## src/rtl/posit_pkg.sv

```systemverilog
// posit_pkg
//   Shared definitions for the posit decoding datapath.
//   - posit_state_t : decoder FSM states (IDLE, PREP, REGIME, EXP, FRAC)
//   - clog2_f       : constant-safe ceiling log2
//   - posit_zero_f  : all-zeros special pattern for an n-bit word
//   - posit_nar_f   : NaR special pattern (1 followed by n-1 zeros)
//   The pattern helpers return POSIT_MAX_N bits; callers truncate to N.
package posit_pkg;

    localparam int POSIT_MAX_N = 128;

    typedef enum logic [2:0] {
        ST_IDLE   = 3'd0,
        ST_PREP   = 3'd1,
        ST_REGIME = 3'd2,
        ST_EXP    = 3'd3,
        ST_FRAC   = 3'd4
    } posit_state_t;

    function automatic int clog2_f(input int value);
        int r;
        r = 0;
        for (int i = 0; i < 31; i++) begin
            if ((1 << i) < value) r = i + 1;
        end
        return r;
    endfunction

    function automatic logic [POSIT_MAX_N-1:0] posit_zero_f(input int n);
        logic [POSIT_MAX_N-1:0] p;
        p = '0;
        for (int i = 0; i < POSIT_MAX_N; i++) begin
            if (i < n) p[i] = 1'b0;
        end
        return p;
    endfunction

    function automatic logic [POSIT_MAX_N-1:0] posit_nar_f(input int n);
        logic [POSIT_MAX_N-1:0] p;
        p    = '0;
        p[0] = 1'b1;
        return p << (n - 1);
    endfunction

endpackage

```

## src/rtl/posit_regime_scanner.sv

```systemverilog
// posit_regime_scanner
//   Bit-serial front end of the posit decoder. Holds the working shift
//   register, the regime run counter m, the count of still-unconsumed bits
//   and the terminator detect. Bits are consumed from the MSB; zeros are
//   shifted in at the bottom, so any field read past the last valid bit
//   naturally reads as 0.
// Ports
//   clk, rst      : clock, asynchronous active-high reset
//   i_load        : capture i_data, clear counters
//   i_data        : posit word to capture
//   i_prep        : optionally negate, drop the sign bit, latch r0
//   i_negate      : with i_prep, replace the word by its two's complement
//   i_shift       : consume one regime bit (no effect when empty)
//   i_exp_shift   : consume ES exponent bits, saturating at empty
//   o_sr          : current shift register contents
//   o_r0          : leading regime bit
//   o_m           : regime run length so far
//   o_empty       : no unconsumed bits remain
//   o_term        : next bit is the regime terminator
module posit_regime_scanner
    import posit_pkg::*;
#(
    parameter int N  = 32,
    parameter int ES = 3,
    parameter int KW = clog2_f(N) + 1
) (
    input  logic          clk,
    input  logic          rst,
    input  logic          i_load,
    input  logic [N-1:0]  i_data,
    input  logic          i_prep,
    input  logic          i_negate,
    input  logic          i_shift,
    input  logic          i_exp_shift,
    output logic [N-1:0]  o_sr,
    output logic          o_r0,
    output logic [KW-1:0] o_m,
    output logic          o_empty,
    output logic          o_term
);

    localparam int RW = clog2_f(N) + 1;

    logic [N-1:0]  r_sr;
    logic          r_r0;
    logic [KW-1:0] r_m;
    logic [RW-1:0] r_rem;

    logic [N-1:0]  w_pos;
    logic          w_empty;

    assign w_pos   = i_negate ? (~r_sr + N'(1)) : r_sr;
    assign w_empty = (r_rem == '0);

    always_ff @(posedge clk or posedge rst) begin
        if (rst) begin
            r_sr  <= '0;
            r_r0  <= 1'b0;
            r_m   <= '0;
            r_rem <= '0;
        end else if (i_load) begin
            r_sr  <= i_data;
            r_r0  <= 1'b0;
            r_m   <= '0;
            r_rem <= '0;
        end else if (i_prep) begin
            // Sign bit leaves the register; the bit under it becomes r0 and
            // is itself the first bit of the regime run.
            r_sr  <= w_pos << 1;
            r_r0  <= w_pos[N-2];
            r_rem <= RW'(N - 1);
        end else if (i_shift && !w_empty) begin
            r_sr  <= r_sr << 1;
            r_rem <= r_rem - RW'(1);
            if (r_sr[N-1] == r_r0) r_m <= r_m + KW'(1);
        end else if (i_exp_shift) begin
            r_sr  <= r_sr << ES;
            r_rem <= (r_rem > RW'(ES)) ? (r_rem - RW'(ES)) : '0;
        end
    end

    assign o_sr    = r_sr;
    assign o_r0    = r_r0;
    assign o_m     = r_m;
    assign o_empty = w_empty;
    assign o_term  = !w_empty && (r_sr[N-1] != r_r0);

endmodule

```

## src/rtl/posit_decoder_n.sv

```systemverilog
// posit_decoder_n
//   Multi-cycle posit decoder (N-bit word, ES exponent bits).
//   Handshake: start is sampled only while idle; the accepting edge raises
//   busy. done pulses for one cycle with busy already low, and the result
//   fields are valid from that cycle until the next completed decode. A
//   start present during the done cycle is accepted (back-to-back); a start
//   while busy is dropped.
// Ports
//   clk, rst    : clock, asynchronous active-high reset
//   start       : decode request
//   posit_num   : posit word, captured on the accepting edge
//   busy, done  : handshake status
//   sign, zero, nar : sign bit and special-value flags
//   k           : signed regime value
//   exp_value   : exponent field (zero-padded past the end of the word)
//   mantissa    : {1, fraction left-aligned}
//   scale       : signed k*2^ES + exp_value
//   dbg_state   : current FSM state
module posit_decoder_n
    import posit_pkg::*;
#(
    parameter int N  = 32,
    parameter int ES = 3,
    parameter int KW = clog2_f(N) + 1,
    localparam int EW = (ES > 0) ? ES : 1,
    localparam int SW = KW + ES
) (
    input  logic                 clk,
    input  logic                 rst,
    input  logic                 start,
    input  logic [N-1:0]         posit_num,
    output logic                 busy,
    output logic                 done,
    output logic                 sign,
    output logic                 zero,
    output logic                 nar,
    output logic signed [KW-1:0] k,
    output logic [EW-1:0]        exp_value,
    output logic [N-1:0]         mantissa,
    output logic signed [SW-1:0] scale,
    output posit_state_t         dbg_state
);

    localparam logic [N-1:0] ZERO_PAT = N'(posit_zero_f(N));
    localparam logic [N-1:0] NAR_PAT  = N'(posit_nar_f(N));

    posit_state_t       r_state;
    logic               r_busy;
    logic               r_done;
    logic               r_sign;
    logic               r_zero;
    logic               r_nar;
    logic               r_special;
    logic [EW-1:0]      r_exp_tmp;
    logic signed [KW-1:0] r_k;
    logic [EW-1:0]      r_exp;
    logic [N-1:0]       r_mant;
    logic signed [SW-1:0] r_scale;

    logic [N-1:0]       w_sr;
    logic               w_r0;
    logic [KW-1:0]      w_m;
    logic               w_empty;
    logic               w_term;
    logic               w_is_zero;
    logic               w_is_nar;
    logic               w_special;
    logic               w_load;
    logic               w_prep;
    logic               w_shift;
    logic               w_exp_shift;
    logic [EW-1:0]      w_exp_field;
    logic signed [KW-1:0] w_k;
    logic signed [SW-1:0] w_k_ext;
    logic signed [SW-1:0] w_exp_ext;
    logic signed [SW-1:0] w_scale;

    assign w_is_zero = (w_sr == ZERO_PAT);
    assign w_is_nar  = (w_sr == NAR_PAT);
    assign w_special = w_is_zero || w_is_nar;

    assign w_load      = (r_state == ST_IDLE) && start;
    assign w_prep      = (r_state == ST_PREP) && !w_special;
    assign w_shift     = (r_state == ST_REGIME);
    assign w_exp_shift = (r_state == ST_EXP);

    posit_regime_scanner #(
        .N  (N),
        .ES (ES),
        .KW (KW)
    ) u_scanner (
        .clk         (clk),
        .rst         (rst),
        .i_load      (w_load),
        .i_data      (posit_num),
        .i_prep      (w_prep),
        .i_negate    (w_sr[N-1]),
        .i_shift     (w_shift),
        .i_exp_shift (w_exp_shift),
        .o_sr        (w_sr),
        .o_r0        (w_r0),
        .o_m         (w_m),
        .o_empty     (w_empty),
        .o_term      (w_term)
    );

    // Top ES bits of the register; a shift by N (ES = 0) yields 0.
    assign w_exp_field = EW'(w_sr >> (N - ES));

    assign w_k       = w_r0 ? $signed(w_m - KW'(1)) : $signed(KW'(0) - w_m);
    assign w_k_ext   = SW'(w_k);
    assign w_exp_ext = SW'(r_exp_tmp);
    assign w_scale   = (w_k_ext <<< ES) + w_exp_ext;

    always_ff @(posedge clk or posedge rst) begin
        if (rst) begin
            r_state   <= ST_IDLE;
            r_busy    <= 1'b0;
            r_done    <= 1'b0;
            r_sign    <= 1'b0;
            r_zero    <= 1'b0;
            r_nar     <= 1'b0;
            r_special <= 1'b0;
            r_exp_tmp <= '0;
            r_k       <= '0;
            r_exp     <= '0;
            r_mant    <= '0;
            r_scale   <= '0;
        end else begin
            r_done <= 1'b0;
            case (r_state)
                ST_IDLE: begin
                    if (start) begin
                        r_busy  <= 1'b1;
                        r_zero  <= 1'b0;
                        r_nar   <= 1'b0;
                        r_state <= ST_PREP;
                    end
                end
                ST_PREP: begin
                    r_sign <= w_sr[N-1];
                    if (w_special) begin
                        // Specials skip the scan but still complete through
                        // FRAC, which gives them their two-cycle latency.
                        r_zero    <= w_is_zero;
                        r_nar     <= w_is_nar;
                        r_special <= 1'b1;
                        r_state   <= ST_FRAC;
                    end else begin
                        r_special <= 1'b0;
                        r_state   <= ST_REGIME;
                    end
                end
                ST_REGIME: begin
                    // A terminator is consumed on this edge; an exhausted word
                    // is only noticed one cycle after the last bit went out.
                    if (w_empty || w_term) r_state <= ST_EXP;
                end
                ST_EXP: begin
                    r_exp_tmp <= w_exp_field;
                    r_state   <= ST_FRAC;
                end
                ST_FRAC: begin
                    if (r_special) begin
                        r_k     <= '0;
                        r_exp   <= '0;
                        r_mant  <= '0;
                        r_scale <= '0;
                    end else begin
                        r_k     <= w_k;
                        r_exp   <= r_exp_tmp;
                        r_mant  <= {1'b1, w_sr[N-1:1]};
                        r_scale <= w_scale;
                    end
                    r_done  <= 1'b1;
                    r_busy  <= 1'b0;
                    r_state <= ST_IDLE;
                end
                default: r_state <= ST_IDLE;
            endcase
        end
    end

    assign busy      = r_busy;
    assign done      = r_done;
    assign sign      = r_sign;
    assign zero      = r_zero;
    assign nar       = r_nar;
    assign k         = r_k;
    assign exp_value = r_exp;
    assign mantissa  = r_mant;
    assign scale     = r_scale;
    assign dbg_state = r_state;

endmodule

```

## config.mk

```make
export PLATFORM = sky130hd
export DESIGN_NAME = posit_decoder_n
export DESIGN_NICKNAME = d
export VERILOG_FILES = /design/src/rtl/posit_pkg.sv /design/src/rtl/posit_regime_scanner.sv /design/src/rtl/posit_decoder_n.sv
export SDC_FILE = /design/constraint.sdc
export NUM_CORES = 1
export LEC_CHECK = 0
export CAP_MARGIN = 10
export CORE_MARGIN = 10
export CORE_UTILIZATION = 58
export CTS_CLUSTER_DIAMETER = 30
export DETAILED_ROUTE_END_ITERATION = 16
export PLACE_DENSITY = 0.95
export SETUP_SLACK_MARGIN = 0.4
export SLEW_MARGIN = 20
export SYNTH_ARGS = -nofsm -noshare
export SYNTH_HDL_FRONTEND = slang
export SYNTH_SLANG_ARGS = --single-unit
```

## constraint.sdc

```tcl
create_clock -name clk -period 5.5 [get_ports clk]
set_input_delay 1.375 -clock clk [delete_from_list [all_inputs] [get_ports clk]]
set_output_delay 1.375 -clock clk [all_outputs]
set_load 0.1 [all_outputs]
```

==> results_dict.tcl, run 1 <==
set metrics [dict create \
    clock_skew_ns 0.00674 \
    pin_count 93 \
    gp_congestion 0.921 \
    fin_crit_sh_pct 74.5 \
    finalWirelength_um 15300 \
    drv_cap 0 \
    drcViolationCount 0 \
    cts_setup_buffers 0 \
    port_buffers 92 \
    ant_nets 0 \
    cp.arrival_ns 4.39 \
    hp-class "reg2reg" \
    cts_tree "done" \
    grt.total_usage_pct 21.4 \
    rsz0062_at_grt "false" \
    placed_cells_incl_taps 829 \
    fp.dieW_um 119 \
    syn_nets 703 \
    grt_pass1_wl_um 25500 \
    path_class "reg2reg" \
    fin_nets 748 \
    drt_first_iter_violations 611 \
    cts_hold_buf 0 \
    cts_buffers 9 \
    yosysWarnings 0 \
    cts_sinks 98 \
    cp-end-kind "flop" \
    antenna_found_initial 0 \
    cts_max_level 3 \
    period_needed_ns 4.09 \
    viasPerCell 6.19 \
    synth_seq_cells 98 \
    status "complete, no violations" \
    final_cell_mix "nand2_1, dfrtp_1, clkdlybuf4s50_1" \
    hold_violations 0 \
    wl_per_cell_um 18.1 \
    grt-ovfl-total 0 \
    die_h_um 119 \
    vias 5233 \
    dr.pass1.iters 5 \
    drv_slew 0 \
    cp_data_required_time_ns 5.79 \
    synth_edf_count 0 \
    stdcell_count 845 \
    coreArea_um2 9680 \
    path_clk_slew_ns 0.09 \
    syn_inst 662 \
    start_util_pct 59.1 \
    relSlewSlack_pct 31.9 \
    n_antenna_cell 0 \
    cts_root_buffer "clkbuf_8" \
    die-area_um2 14200 \
    drive_above_1_share_pct 5.76 \
    stdcell_area_um2 6750 \
    grt_pass1_vias 5014 \
    synth_ff_type "dfrtp_1" \
    cp_max_fo 26 \
    yosysSeqAreaShare_pct 42.8 \
    clock_latency_ns 0.38 \
    area_growth_pct 17.9 \
    place_hpwl_um 10500 \
    avgSynthCellArea_um2 8.65 \
    final-setup-viol-count 0 \
    synth.cell_area_um2 5730 \
    final_common_cell "nand2_1" \
    cts_resized 0 \
    finish.utilization_pct 69.7 \
    clockBufferDepth 2 \
    start_kind "flop" \
    fmax_mhz 244 \
    grt_max_degree 66 \
    placed_area_um2 6550 \
    synth_cell_types 64 \
    async_reset_ff_share_pct 100 \
    tightestPinTransition_ns 1.02 \
    rows 36 \
    setup_tns_ns 0 \
]
-- final timing paths --
| path | startpoint | to | slack [ns] | cells past startpoint |
|---|---|---|---|---|
| worst min register to register | mantissa[30]$_DFFE_PP0P_ | mantissa[30]$_DFFE_PP0P_ | 0.48 | 2 |
| worst max register to register | u_scanner.o_sr[16]$_DFFE_PP0P_ | u_scanner.o_sr[13]$_DFFE_PP0P_ | 1.41 | 8 |
| min in group asynchronous | rst | u_scanner.r_rem[4]$_DFFE_PP0P_ | 1.50 | 2 |
| worst min-delay path | mantissa[30]$_DFFE_PP0P_ | mantissa[30]$_DFFE_PP0P_ | 0.48 | 2 |
| worst max-delay path | u_scanner.o_sr[16]$_DFFE_PP0P_ | u_scanner.o_sr[13]$_DFFE_PP0P_ | 1.41 | 8 |
| max in group asynchronous | rst | u_scanner.o_sr[15]$_DFFE_PP0P_ | 3.06 | 3 |
-- worst max-delay path, cell delays in order, from the launching register on --
cell and delay, ns:
dfrtp_1 0.49, or4_4 0.59, or4_1 0.59, nand4b_4 0.30
a21oi_2 0.73, and2_1 0.63, buf_4 0.39, a211oi_1 0.09
a21oi_1 0.19
-- kinds of logic (layout without fill, tap and decap cells) --
logic type / Yosys count / in the layout / share of synthesized area, %
DFF: 98 / 98 / 42.8
buffers and inverters: 75 / 125 / 6.29
adders and majority gates: 7 / 7 / 1.49
xor gates and xnor gates: 38 / 38 / 5.81
muxes: 12 / 12 / 2.18
AOI/OAI and AO/OA: 179 / 179 / 20.0
and+or+nand+nor: 253 / 253 / 21.4
-- per-stage QoR --
stage / setup slack, ns / hold WS [ns]
detailed placement: 1.15 / 0.466
floorplan: 1.56 / 0.480
finish: 1.41 / 0.484
CTS: 1.51 / 0.488
global route: 1.11 / 0.512
global placement: 1.30 / 0.460
-- metal layers --
| layer | part of all wire, % | GRT usage (%) | wire [um] |
|---|---|---|---|
| met1 | 40 | 26.7 | 6090 |
| met2 | 49 | 35.9 | 7510 |
| met3 | 9.4 | 4.68 | 1440 |
| met4 | 2.0 | 7.62 | 308 |
| met5 | 0 | 0 | 0 |
-- final cells by class --
cell class	count	area (um^2)
fillers	702	2930
multi-input cells	489	2920
flip-flops and latches	98	2450
repair buffers	99	973
well taps	133	166
clock buffers	12	155
clock inverters	4	50.0
inverters	10	40.0
-- state kept, by name, indices dropped and copies added, names as in the netlist --
register         flops
mantissa            32
u_scanner.o_sr      32
k                    6
u_scanner.o_m        6
u_scanner.r_rem      6
dbg_state            3
r_exp_tmp            3
exp_value            2
busy                 1
done                 1
nar                  1
r_special            1
scale                1
sign                 1
u_scanner.o_r0       1
zero                 1
-- Yosys cell counts, drive strengths merged, types with 9 or more instances --
cell	instances	area [um^2]
a21oi	30	158
o22ai	9	56.3
nand3	9	45.0
a22o	9	78.8
xnor2	24	210
nand2	117	442
xor2	14	123
clkbuf	34	128
inv	10	37.5
o31ai	19	143
and3	9	56.3
nor2	42	158
dfrtp	98	2450
buf	31	195
o21ai	70	354
nand2b	36	225
Power of run 1 is not shown: default switching activity piles up to over one toggle a cycle in this logic, so the estimate is an artifact.
==> run 2: changes to the inputs <==
CORE_UTILIZATION = 54   (was 58)
PLACE_DENSITY = 0.91   (was 0.95)
clock period = 4.2 ns   (was 5.5 ns; I/O delays follow)
==> results_dict.tcl, run 2 (synthesized netlist as in run 1, its figures left out) <==
set metrics [dict create \
    status "complete, no violations" \
    wl_per_cell_um 18.6 \
    grt_pass1_wl_um 26200 \
    die_h_um 123 \
    cts_buffers 9 \
    cts_sinks 98 \
    cts_resized 0 \
    start_kind "flop" \
    drive_above_1_share_pct 6.28 \
    cts_setup_buffers 0 \
    drv_slew 0 \
    finalWirelength_um 15800 \
    path_clk_slew_ns 0.09 \
    tightestPinTransition_ns 1.02 \
    dr.pass1.iters 6 \
    fmax_mhz 306 \
    gp_congestion 0.980 \
    coreArea_um2 10300 \
    r2r_end "u_scanner.o_sr[26]$_DFFE_PP0P_" \
    start_util_pct 55.5 \
    hp-class "reg2reg" \
    port_buffers 92 \
    pin_count 93 \
    hp-start "mantissa[17]$_DFFE_PP0P_" \
    min_path_cells 2 \
    hold_end "mantissa[17]$_DFFE_PP0P_" \
    hold_violations 0 \
    rsz0062_at_grt "false" \
    ant_nets 0 \
    fin_nets 753 \
    vias 5207 \
    fp.dieW_um 123 \
    timing.rr.start "u_scanner.o_sr[16]$_DFFE_PP0P_" \
    drt_first_iter_violations 521 \
    cp-end-kind "flop" \
    cp.arrival_ns 3.52 \
    cts_root_buffer "clkbuf_8" \
    grt-ovfl-total 0 \
    ff2ff_setup_slack_ns 0.94 \
    critPathLaunch "u_scanner.o_sr[16]$_DFFE_PP0P_" \
    fin_crit_sh_pct 77.7 \
    antenna_found_initial 0 \
    cts_tree "done" \
    place_hpwl_um 11100 \
    viasPerCell 6.11 \
    setup_tns_ns 0 \
    final_common_cell "nand2_1" \
    cp_data_required_time_ns 4.45 \
    cts_hold_buf 0 \
    clock_skew_ns 0.0116 \
    die-area_um2 15100 \
    final-setup-viol-count 0 \
    relSlewSlack_pct 31.8 \
    grt_pass1_vias 5204 \
    r2r_cells 8 \
    drv_cap 0 \
    cp_max_fo 20 \
    final_cell_mix "nand2_1, dfrtp_1, clkdlybuf4s50_1" \
    grt.total_usage_pct 21.3 \
    rows 37 \
    area_growth_pct 18.5 \
    drcViolationCount 0 \
    grt_max_degree 51 \
    cts_max_level 3 \
    period_needed_ns 3.26 \
    n_antenna_cell 0 \
    clockBufferDepth 2 \
    clock_latency_ns 0.37 \
    path_class "reg2reg" \
]
==> run 2: cell count changes in the layout (fill, tap and decap cells not counted) <==
cell        change
clkinv_2        +1
dfrtp_2         +1
buf_12          +1
clkbuf_1        +1
clkbuf_8        -1
clkinvlp_4      -2
buf_4           +4
dfrtp_1         -1
==> run 2: area by class of cell <==
class,count,area (um^2)
Clock buffer,12,145
Clock inverter,3,40.0
Fill cell,812,3530
Inverter,10,40.0
Multi-Input combinational cell,489,2920
Sequential cell,98,2450
Tap cell,136,170
Timing Repair Buffer,104,1020
==> run 2: critical path, cell delays in order, from the launching register on <==
cell      delay [ns]
dfrtp_1         0.48
or4_4           0.58
or4_1           0.57
nand4b_4        0.28
a21oi_2         0.43
and2_1          0.21
buf_4           0.23
a41oi_1         0.07
a32o_1          0.29
==> run 2: through the flow <==
| step | hold slack (ns) | instance area [um^2] | utilization [%] | std cells | setup WS (ns) |
|---|---|---|---|---|---|
| 2_1_floorplan | 0.480 | 5730 | - | 662 | 0.588 |
| 3_3_place_gp | 0.459 | 6600 | 64.0 | 837 | 1.05 |
| 3_5_place_dp | 0.471 | 6600 | 64.0 | 837 | 1.01 |
| 4_1_cts | 0.490 | 6790 | 65.7 | 852 | 0.971 |
| 5_1_grt | 0.509 | 6790 | 65.8 | 852 | 0.802 |
| 6_report | 0.483 | 6790 | 65.8 | 852 | 0.936 |
==> run 2: routing by layer <==
| metal | vias up | routed length (um) | share of wire [%] | global-route usage, % |
|---|---|---|---|---|
| li1 | 2401 | - | - | - |
| met1 | 2477 | 6260 | 40 | 26.8 |
| met2 | 281 | 7780 | 49 | 35.3 |
| met3 | 48 | 1320 | 8.4 | 3.05 |
| met4 | 0 | 476 | 3.0 | 10.4 |
| met5 | - | 0 | 0 | 0 |
==> run 2: worst max-delay path by stage <==
stage / endpoint / slack (ns) / cells past startpoint
floorplan: busy$_DFFE_PP0P_ / 0.59 / 1
global placement: u_scanner.o_sr[26]$_DFFE_PP0P_ / 1.05 / 8
detailed placement: u_scanner.o_sr[26]$_DFFE_PP0P_ / 1.01 / 8
CTS: u_scanner.o_sr[26]$_DFFE_PP0P_ / 0.97 / 8
global route: u_scanner.o_sr[26]$_DFFE_PP0P_ / 0.80 / 8
finish: u_scanner.o_sr[26]$_DFFE_PP0P_ / 0.94 / 8
Power of run 2 is left out for the same reason.
==> run 3: changes to the inputs <==
CORE_UTILIZATION = 49   (was 54)
PLACE_DENSITY = 0.87   (was 0.91)
clock period = 2.75 ns   (was 4.2 ns; I/O delays follow)
==> results_dict.tcl, run 3 (synthesized netlist as in run 1, its figures left out) <==
set metrics [dict create \
    gp_congestion 0.925 \
    grt_use_met1_pct 26.8 \
    clock_skew_ns 0.00762 \
    finalWirelength_um 18100 \
    fmax_mhz 381 \
    dr.pass1.iters 6 \
    path_clk_slew_ns 0.07 \
    die-area_um2 16400 \
    cp_max_fo 4 \
    final_cell_mix "nand2_1, buf_4, dfrtp_1" \
    start_kind "flop" \
    fin_nets 819 \
    setup_tns_ns 0 \
    antenna_found_initial 0 \
    grt_pass1_vias 5319 \
    rsz0062_at_grt "true" \
    seqCellArea_um2 2460 \
    coreArea_um2 11400 \
    drv_cap 0 \
    tightestPinTransition_ns 0.998 \
    clockBufferDepth 2 \
    rows 39 \
    cp-end-kind "flop" \
    vias 5439 \
    clock_latency_ns 0.36 \
    port_buffers 92 \
    cp.arrival_ns 2.86 \
    fill_cells 867 \
    final-setup-viol-count 0 \
    cts_sinks 98 \
    stdcell_count 926 \
    path_class "reg2reg" \
    use_met2_pct 35.0 \
    grt_pass1_wl_um 28500 \
    place_hpwl_um 12000 \
    period_needed_ns 2.62 \
    cts_max_level 3 \
    drcViolationCount 0 \
    drv_slew 0 \
    n_antenna_cell 0 \
    relSlewSlack_pct 33.5 \
    cp_data_required_time_ns 2.98 \
    cts_buffers 9 \
    wl_per_cell_um 19.6 \
    hp-class "reg2reg" \
    die_h_um 128 \
    grt-ovfl-total 0 \
    multi_input_area_um2 3190 \
    status "complete, no violations" \
    hold_violations 0 \
    fin_crit_sh_pct 95.4 \
    top_usage_layer "met2" \
    area_growth_pct 35.4 \
    cts_tree "done" \
    drive_above_1_share_pct 27.5 \
    placed_cells_incl_taps 884 \
    met3_usage_pct 4.34 \
    viasPerCell 5.87 \
    fp.dieW_um 128 \
    final_common_cell "nand2_1" \
    whs_ns 0.478 \
    drt_first_iter_violations 689 \
    cts_root_buffer "clkbuf_16" \
    grt_max_degree 99 \
    grt.total_usage_pct 21.3 \
    start_util_pct 50.2 \
    ant_nets 0 \
    pin_count 93 \
]
==> run 3: cell types whose count changed in the layout (fill, tap and decap cells not counted), moves of 7 or more <==
| cell | delta |
|---|---|
| buf_4 | +99 |
| o21ai_1 | +18 |
| clkbuf_16 | +10 |
| buf_12 | +7 |
| clkdlybuf4s50_1 | -58 |
| a21oi_2 | +7 |
| o21ai_0 | -19 |
| clkbuf_8 | -9 |
| a21oi_1 | -8 |
| buf_6 | +13 |
==> run 3: path summary, 6_finish.rpt <==
| path | start | end | slack, ns | cells after the start |
|---|---|---|---|---|
| max | u_scanner.o_sr[14]$_DFFE_PP0P_ | u_scanner.o_sr[26]$_DFFE_PP0P_ | 0.13 | 7 |
| min | busy$_DFFE_PP0P_ | busy$_DFFE_PP0P_ | 0.48 | 2 |
| max reg2reg | u_scanner.o_sr[14]$_DFFE_PP0P_ | u_scanner.o_sr[26]$_DFFE_PP0P_ | 0.13 | 7 |
| min reg2reg | busy$_DFFE_PP0P_ | busy$_DFFE_PP0P_ | 0.48 | 2 |
| max in group asynchronous | rst | dbg_state[0]$_DFFE_PP0P_ | 1.50 | 3 |
| min in group asynchronous | rst | done$_DFF_PP0_ | 0.83 | 3 |
==> run 3: final cells by class <==
class | count | area share (%)
inverter | 10 | 0.533
clock inverter | 6 | 0.936
clock buffer | 10 | 3.08
multi-input combinational | 489 | 41.2
timing repair buffer | 170 | 20.3
sequential | 98 | 31.7
tap | 143 | 2.31
==> run 3: per-stage QoR <==
step / utilization, % / setup WS (ns) / cell area (um^2)
CTS: 64.9 / 0.145 / 7410
floorplan: - / 0.157 / 5790
detailed placement: 60.1 / 0.118 / 6860
finish: 67.9 / 0.126 / 7750
global route: 67.9 / 0.0438 / 7750
global placement: 60.1 / 0.0724 / 6860
==> run 3: timing repair <==
action / in CTS / in global routing
setup buffers: 12 / 12
setup endpoints to repair: 39 / 42
gates resized for setup: 35 / 48
cloned: 1 / 1
hold endpoints to repair: 0 / 0
hold buffers: 0 / 0
pin swaps: 13 / 26
==> run 3: critical path, stage by stage (launching register included) <==
cell      delay [ns]
dfrtp_1         0.39
or4_4           0.56
or3_4           0.37
or2_4           0.25
or4_4           0.44
a21oi_2         0.13
o21bai_1        0.08
a32o_1          0.28
==> run 3: routing by layer <==
| metal | vias to the layer above | wire length (um) |
|---|---|---|
| met4 | 0 | 386 |
| met5 | - | 0 |
| li1 | 2535 | - |
| met1 | 2639 | 7440 |
| met2 | 229 | 9000 |
| met3 | 36 | 1280 |
Power of run 3 is left out for the same reason.
